**config.mk**
```make
export PLATFORM = sky130hd
export DESIGN_NAME = uart_rx_fifo_flat
export DESIGN_NICKNAME = d
export VERILOG_FILES = /design/src/rtl/uart_rx_fifo_if.sv /design/src/rtl/uart_rx_fifo.sv /design/src/flat_wrapper.sv
export SDC_FILE = /design/constraint.sdc
export NUM_CORES = 1
export LEC_CHECK = 0
export CAP_MARGIN = 20
export CORE_MARGIN = 2
export CORE_UTILIZATION = 57
export CTS_CLUSTER_SIZE = 16
export DETAILED_ROUTE_END_ITERATION = 10
export DONT_BUFFER_PORTS = 1
export GPL_ROUTABILITY_DRIVEN = 0
export PLACE_DENSITY = 0.76
export SLEW_MARGIN = 40
export SYNTH_ARGS = -nofsm -noshare
export SYNTH_HDL_FRONTEND = slang
export SYNTH_SLANG_ARGS = --single-unit
```
**constraint.sdc**
```tcl
create_clock -name pclk -period 3.3 [get_ports pclk]
set_clock_uncertainty 0.1 [all_clocks]
set_input_delay 0.66 -clock pclk [delete_from_list [all_inputs] [get_ports pclk]]
set_output_delay 0.66 -clock pclk [all_outputs]
set_load 0.02 [all_outputs]
```
**src/rtl/uart_rx_fifo_if.sv**
```systemverilog
// Purpose: bundles the receiver-side capture signals and register-side strobes/status of the RX buffer.
// Latency: none; this is wiring only.
// Backpressure: none; the receiver never stalls, and overflow is reported as overrun status.
// Ports: master = receiver + register block (drives done/data/strobes/config), slave = uart_rx_fifo.
interface uart_rx_fifo_if #(
  parameter int DATA_W = 8,
  parameter int CNT_W  = 5
);
  logic              fifo_rst;
  logic              fifo_en;
  logic [1:0]        rx_trig;
  logic              receive_done;
  logic [DATA_W-1:0] rsr_data;
  logic              parity_error;
  logic              frame_error;
  logic              rbr_rd;
  logic              lsr_rd;
  logic [DATA_W-1:0] rbr_data;
  logic              rbr_pe;
  logic              rbr_fe;
  logic              data_ready;
  logic              overrun_error;
  logic              fifo_error;
  logic              trigger_reached;
  logic [CNT_W-1:0]  fifo_count;

  modport master (
    output fifo_rst, fifo_en, rx_trig, receive_done, rsr_data, parity_error,
           frame_error, rbr_rd, lsr_rd,
    input  rbr_data, rbr_pe, rbr_fe, data_ready, overrun_error, fifo_error,
           trigger_reached, fifo_count
  );

  modport slave (
    input  fifo_rst, fifo_en, rx_trig, receive_done, rsr_data, parity_error,
           frame_error, rbr_rd, lsr_rd,
    output rbr_data, rbr_pe, rbr_fe, data_ready, overrun_error, fifo_error,
           trigger_reached, fifo_count
  );
endinterface

```
**src/rtl/uart_rx_fifo.sv**
```systemverilog
// Purpose: UART RX buffer. Captures each received character with its parity/frame flags into a FIFO or a single holding register.
// Latency: a character is captured at the edge that ends its done-rise cycle, and status reflects it the next cycle; head outputs are combinational.
// Backpressure: none. A write into a full buffer drops the character (FIFO mode) or overwrites it (holding mode), and sets overrun.
// Ports: pclk/presetn, plus bus (slave modport of uart_rx_fifo_if) carrying capture inputs, read strobes and LSR/RBR status.
module uart_rx_fifo #(
  parameter int DEPTH  = 16,
  parameter int DATA_W = 8
) (
  input  logic           pclk,
  input  logic           presetn,
  uart_rx_fifo_if.slave  bus
);
  localparam int PTR_W = $clog2(DEPTH);
  localparam int CNT_W = PTR_W + 1;
  localparam int ENT_W = DATA_W + 2;

  typedef logic [ENT_W-1:0] ent_t;

  ent_t mem [DEPTH];

  logic [PTR_W-1:0] wr_ptr_q, wr_ptr_d, rd_ptr_q, rd_ptr_d;
  logic [CNT_W-1:0] count_q, count_d, err_cnt_q, err_cnt_d;
  logic             ovr_q, ovr_d;
  logic             done_q, done_d;
  logic             en_q, en_d;
  logic             live_q, live_d;

  ent_t             wr_ent, head;
  logic             empty, wr_ev, rd_ev, clr, at_cap;
  logic             push, pop, ovr_set, ovwr, new_err, head_err;
  logic             mem_we;
  logic [PTR_W-1:0] mem_waddr;
  logic [4:0]       trig_lvl;

  always_comb begin
    wr_ent   = {bus.frame_error, bus.parity_error, bus.rsr_data};
    head     = mem[rd_ptr_q];
    empty    = (count_q == '0);
    // live_q masks the first cycle after reset release so a done held high
    // across reset is absorbed into done_q instead of looking like an edge.
    wr_ev    = live_q & bus.receive_done & ~done_q;
    rd_ev    = bus.rbr_rd & ~empty;
    clr      = bus.fifo_rst | (bus.fifo_en != en_q);
    at_cap   = bus.fifo_en ? (count_q == CNT_W'(DEPTH)) : ~empty;
    // A coincident pop frees a slot, so writing while at capacity still succeeds.
    push     = wr_ev & ~clr & (~at_cap | rd_ev);
    pop      = rd_ev & ~clr;
    ovr_set  = wr_ev & ~clr & at_cap & ~rd_ev;
    ovwr     = ovr_set & ~bus.fifo_en;
    new_err  = |wr_ent[ENT_W-1 -: 2];
    head_err = |head[ENT_W-1 -: 2];

    mem_we    = push | ovwr;
    mem_waddr = ovwr ? rd_ptr_q : wr_ptr_q;

    wr_ptr_d  = wr_ptr_q;
    rd_ptr_d  = rd_ptr_q;
    count_d   = count_q;
    err_cnt_d = err_cnt_q;
    ovr_d     = ovr_q;
    done_d    = bus.receive_done;
    en_d      = bus.fifo_en;
    live_d    = 1'b1;

    if (clr) begin
      wr_ptr_d  = '0;
      rd_ptr_d  = '0;
      count_d   = '0;
      err_cnt_d = '0;
      ovr_d     = 1'b0;
    end else begin
      if (push) wr_ptr_d = wr_ptr_q + PTR_W'(1);
      if (pop)  rd_ptr_d = rd_ptr_q + PTR_W'(1);
      count_d = count_q + CNT_W'(push) - CNT_W'(pop);
      // The error counter tracks entries with pe|fe; an overwrite retires the
      // old head and adds the new character in one step.
      err_cnt_d = err_cnt_q
                + CNT_W'(push & new_err) - CNT_W'(pop & head_err)
                + CNT_W'(ovwr & new_err) - CNT_W'(ovwr & head_err);
      // A new overrun outranks a coincident LSR read.
      if (ovr_set)         ovr_d = 1'b1;
      else if (bus.lsr_rd) ovr_d = 1'b0;
    end

    case (bus.rx_trig)
      2'b00:   trig_lvl = 5'd1;
      2'b01:   trig_lvl = 5'd4;
      2'b10:   trig_lvl = 5'd8;
      default: trig_lvl = 5'd14;
    endcase

    bus.rbr_data        = empty ? '0 : head[DATA_W-1:0];
    bus.rbr_pe          = ~empty & head[DATA_W];
    bus.rbr_fe          = ~empty & head[DATA_W+1];
    bus.data_ready      = ~empty;
    bus.overrun_error   = ovr_q;
    bus.fifo_error      = (err_cnt_q != '0);
    bus.fifo_count      = count_q;
    bus.trigger_reached = bus.fifo_en ? (32'(count_q) >= 32'(trig_lvl)) : ~empty;
  end

  always_ff @(posedge pclk or negedge presetn) begin
    if (!presetn) begin
      wr_ptr_q  <= '0;
      rd_ptr_q  <= '0;
      count_q   <= '0;
      err_cnt_q <= '0;
      ovr_q     <= 1'b0;
      done_q    <= 1'b0;
      en_q      <= 1'b0;
      live_q    <= 1'b0;
    end else begin
      wr_ptr_q  <= wr_ptr_d;
      rd_ptr_q  <= rd_ptr_d;
      count_q   <= count_d;
      err_cnt_q <= err_cnt_d;
      ovr_q     <= ovr_d;
      done_q    <= done_d;
      en_q      <= en_d;
      live_q    <= live_d;
    end
  end

  // Storage is unreset; outputs are masked while the buffer is empty.
  always_ff @(posedge pclk) begin
    if (mem_we) mem[mem_waddr] <= wr_ent;
  end
endmodule

```
**src/flat_wrapper.sv**
```systemverilog
// flat-port wrapper written by rule: the top's interface ports become plain ports
module uart_rx_fifo_flat 
#(
  parameter int DEPTH  = 16,
  parameter int DATA_W = 8
)
  (pclk, presetn, bus_fifo_rst, bus_fifo_en, bus_rx_trig, bus_receive_done, bus_rsr_data, bus_parity_error, bus_frame_error, bus_rbr_rd, bus_lsr_rd, bus_rbr_data, bus_rbr_pe, bus_rbr_fe, bus_data_ready, bus_overrun_error, bus_fifo_error, bus_trigger_reached, bus_fifo_count);
  uart_rx_fifo_if #(.DATA_W(DATA_W), .CNT_W((5))) bus_i ();
  input  logic pclk;
  input  logic presetn;
  input wire logic [$bits(bus_i.fifo_rst)-1:0] bus_fifo_rst;
  input wire logic [$bits(bus_i.fifo_en)-1:0] bus_fifo_en;
  input wire logic [$bits(bus_i.rx_trig)-1:0] bus_rx_trig;
  input wire logic [$bits(bus_i.receive_done)-1:0] bus_receive_done;
  input wire logic [$bits(bus_i.rsr_data)-1:0] bus_rsr_data;
  input wire logic [$bits(bus_i.parity_error)-1:0] bus_parity_error;
  input wire logic [$bits(bus_i.frame_error)-1:0] bus_frame_error;
  input wire logic [$bits(bus_i.rbr_rd)-1:0] bus_rbr_rd;
  input wire logic [$bits(bus_i.lsr_rd)-1:0] bus_lsr_rd;
  output wire logic [$bits(bus_i.rbr_data)-1:0] bus_rbr_data;
  output wire logic [$bits(bus_i.rbr_pe)-1:0] bus_rbr_pe;
  output wire logic [$bits(bus_i.rbr_fe)-1:0] bus_rbr_fe;
  output wire logic [$bits(bus_i.data_ready)-1:0] bus_data_ready;
  output wire logic [$bits(bus_i.overrun_error)-1:0] bus_overrun_error;
  output wire logic [$bits(bus_i.fifo_error)-1:0] bus_fifo_error;
  output wire logic [$bits(bus_i.trigger_reached)-1:0] bus_trigger_reached;
  output wire logic [$bits(bus_i.fifo_count)-1:0] bus_fifo_count;
  assign bus_i.fifo_rst = bus_fifo_rst;
  assign bus_i.fifo_en = bus_fifo_en;
  assign bus_i.rx_trig = bus_rx_trig;
  assign bus_i.receive_done = bus_receive_done;
  assign bus_i.rsr_data = bus_rsr_data;
  assign bus_i.parity_error = bus_parity_error;
  assign bus_i.frame_error = bus_frame_error;
  assign bus_i.rbr_rd = bus_rbr_rd;
  assign bus_i.lsr_rd = bus_lsr_rd;
  assign bus_rbr_data = bus_i.rbr_data;
  assign bus_rbr_pe = bus_i.rbr_pe;
  assign bus_rbr_fe = bus_i.rbr_fe;
  assign bus_data_ready = bus_i.data_ready;
  assign bus_overrun_error = bus_i.overrun_error;
  assign bus_fifo_error = bus_i.fifo_error;
  assign bus_trigger_reached = bus_i.trigger_reached;
  assign bus_fifo_count = bus_i.fifo_count;
  uart_rx_fifo #(.DEPTH(DEPTH), .DATA_W(DATA_W)) u_core (.pclk(pclk), .presetn(presetn), .bus(bus_i));
endmodule
```
==> impl_metrics.tcl <==
set metrics [dict create \
    path_clk_slew_ns 0.07 \
    fp.dieH_um 121 \
    cp_cell_sequence "buf_12, mux4_2, a22oi_2, nand3_2, nor2_4, nor2_2, fa_1, fa_2, inv_2, ha_4, fa_1, and2_1" \
    wirelength_um 15600 \
    multi_input_area_um2 2270 \
    clk_path_buf_depth 2 \
    start_util_pct 58.5 \
    wl_per_cell_um 23.6 \
    cts-root-buf "clkbuf_16" \
    yosys_warnings 0 \
    p_leak_nw 3.13 \
    min_period_over_period_pct 104 \
    postSynthAreaPerCell_um2 18.5 \
    violations "negative setup slack" \
    rr_startpoint "u_core.rd_ptr_q[0]$_DFFE_PN0P_" \
    numCtsBuffers 17 \
    io-pin-count 38 \
    crit_start "u_core.rd_ptr_q[0]$_DFFE_PN0P_" \
    grt_pass1_vias 4150 \
    cp-endpoint "u_core.err_cnt_q[2]$_DFF_PN0_" \
    clk_latency_ns 0.44 \
    port_buffers 0 \
    diodes 0 \
    yosysSeqAreaShare_pct 69.2 \
    grt_pass1_wl_um 23700 \
    vias 4038 \
    die_x_um 121 \
    power_density_nw_per_um2 517 \
    synth-async-reset-ratio_pct 12.1 \
    dp_hpwl_um 10100 \
    worst_slew_pin_slew_ns 0.748 \
    num-fill-cells 865 \
    fmax_ghz 0.291 \
    rr_worst_depth 12 \
    antenna_found_initial 0 \
    die_area_um2 14500 \
    clock-sinks 182 \
    row_count 42 \
    min_period_ns 3.43 \
    core_region_area_um2 13200 \
    rsz0062_at_grt "true" \
    routed_via_density 6.08 \
    critical-path-slowest-cell "mux4_2" \
    total_power_w 0.00463 \
    final-setup-viol-count 3 \
    crit_top_cell "fa_1" \
    max-cap-violations 0 \
    yosysTopAreaCell "edfxtp_1" \
    final-seq-area_um2 5360 \
    firstDrtPassIters 5 \
    status "finished, violations left" \
    regToRegSetupSlack_ns -0.13 \
    hp-class "primary input to async pin" \
    fin_util_pct 67.6 \
    synth.top_cell.area_share_pct 62.0 \
    hold_viol_final 0 \
    first_iter_violations 343 \
    ys_ff_latch 182 \
    fin_tns_setup_ns -0.258 \
    max_slew_margin_pct 50.1 \
    cp_max_fo 6 \
    synthDistinctLibCells 45 \
    drive_gt1_share_pct 30.7 \
    drc_errors 0 \
    cts_tree "yes" \
    ir_worst_vdd_mv 0.530 \
    place_area_um2 8240 \
    drtAntennaViolNets 0 \
    max_stage_delay_ns 0.51 \
    grt_max_degree 26 \
    worstReg2RegEnd "u_core.err_cnt_q[2]$_DFF_PN0_" \
    drv_slew 0 \
    startpoint_type "flop" \
    h-tree-depth 4 \
    cp-end-kind "flop" \
    grt-ovfl-total 0 \
    required_ns 3.52 \
    syn_area_um2 7740 \
    cp.arrival_ns 3.66 \
    nets 515 \
    worstSetupPathType "flop to flop" \
    synth_nets 458 \
    synth_edf_count 160 \
    synth_area_leaders "edfxtp_1, mux4_2, dfrtp_1, mux4_1, ha_1" \
    syn_inst 418 \
    track_usage_pct 23.2 \
    syn2layout_area_growth_pct 15.6 \
    synthFlopType "edfxtp_1" \
    finalWorstSetupSlack_ns -0.133 \
    stdcell_area_um2 8950 \
]
-- worst min-delay path by stage --
stage	startpoint	cells after the start	slack [ns]	end
after floorplan	presetn	0	0.26	u_core.bus.fifo_count[0]$_DFF_PN0_
after global placement	presetn	0	0.26	u_core.err_cnt_q[4]$_DFF_PN0_
after detailed placement	presetn	0	0.26	u_core.err_cnt_q[4]$_DFF_PN0_
after CTS	bus_receive_done	0	0.13	u_core.done_q$_DFF_PN0_
after global routing	presetn	1	0.12	u_core.err_cnt_q[2]$_DFF_PN0_
final	presetn	1	0.09	u_core.bus.overrun_error$_DFFE_PN0P_
-- placed cells by master, fill, tap and decap left out, types with 8 or more instances in the layout --
cell type	instances
inv_1	17
nand2_1	12
edfxtp_1	160
mux4_1	8
dfrtp_1	21
nand3_1	12
nor2_1	29
ha_1	16
mux4_2	40
clkbuf_16	18
buf_4	46
-- layer usage --
layer  GRT usage (%)  vias to the layer above  share of wire, %
met1            31.4                     2074                41
met3            7.36                       23               8.5
met5               0                        -                 0
met2            35.9                      177                49
li1                -                     1764                 -
met4            8.43                        0               2.0
-- sequential cells by signal, summed over array words and instances, names as in the netlist --
signal	cells
u_core.done_q	1
u_core.wr_ptr_q	4
u_core.live_q	1
u_core.rd_ptr_q	4
u_core.err_cnt_q	5
u_core.bus.overrun_error	1
u_core.mem	160
u_core.bus.fifo_count	5
u_core.en_q	1
-- repair_timing --
item | CTS | global route
setup endpoints to repair | 11 | 12
pin swaps | 1 | 2
hold buffers | 1 | 0
resized for setup | 11 | 27
gates cloned | 0 | 1
endpoints found under the hold margin | 22 | 0
setup buffers | 3 | 1
-- cell type report --
class,count,share of cell area [%]
sequential,182,59.8
multi-input combinational,204,25.3
timing repair buffer,52,4.99
clock buffer,18,4.79
tap,176,2.46
clock inverter,14,1.86
inverter,18,0.755
-- stage by stage --
step | cells | hold slack [ns] | setup slack [ns]
finish | 664 | 0.0894 | -0.133
detailed placement | 626 | 0.265 | -0.263
global route | 664 | 0.122 | -0.238
CTS | 662 | 0.135 | -0.117
global placement | 626 | 0.265 | -0.107
floorplan | 418 | 0.264 | -0.130
-- cell families (layout without fill, tap and decap cells) --
group                      Yosys count  count (layout)  share of synthesized area (%)
xor gates and xnor gates            11              11                           1.24
AOI/OAI and AO/OA                   25              25                           2.10
DFF                                182             182                           69.2
other                                1               1                         0.0484
adders and majority gates           21              21                           3.78
muxes                               54              54                           15.6
and+or+nand+nor                     92              92                           5.96
buffers and inverters               32             102                           2.08
-- cells in the mapped netlist, types with 3 or more instances --
cell and instances:
a21o_1 3, o21ai_0 4, xor2_1 7, clkbuf_1 4
xnor2_1 4, nand3_1 13, ha_1 17, mux4_1 18
a31oi_1 3, inv_1 18, nor2b_1 5, and2_1 12
nand2_1 13, edfxtp_1 160, mux4_2 30, a21oi_1 6
dfrtp_1 22, buf_1 3, mux2i_1 5, nor2_1 36
fa_1 4
-- power breakdown --
group	switching, W	total [W]	internal (W)	leakage (nW)
clock network	0.000901	0.00204	0.00114	0.291
logic	0.0000471	0.0000785	0.0000314	1.11
registers	0.00000256	0.00251	0.00251	1.74
-- worst max-delay path, delay by kind of cell (launching register included) --
family,cells,cell delay [ns]
muxes,1,0.51
and+or+nand+nor,4,0.47
AOI/OAI and AO/OA,1,0.22
adders and majority gates,4,1.43
buffers and inverters,2,0.19
DFF,1,0.39
No activity file was read; power rests on OpenSTA's default activity.
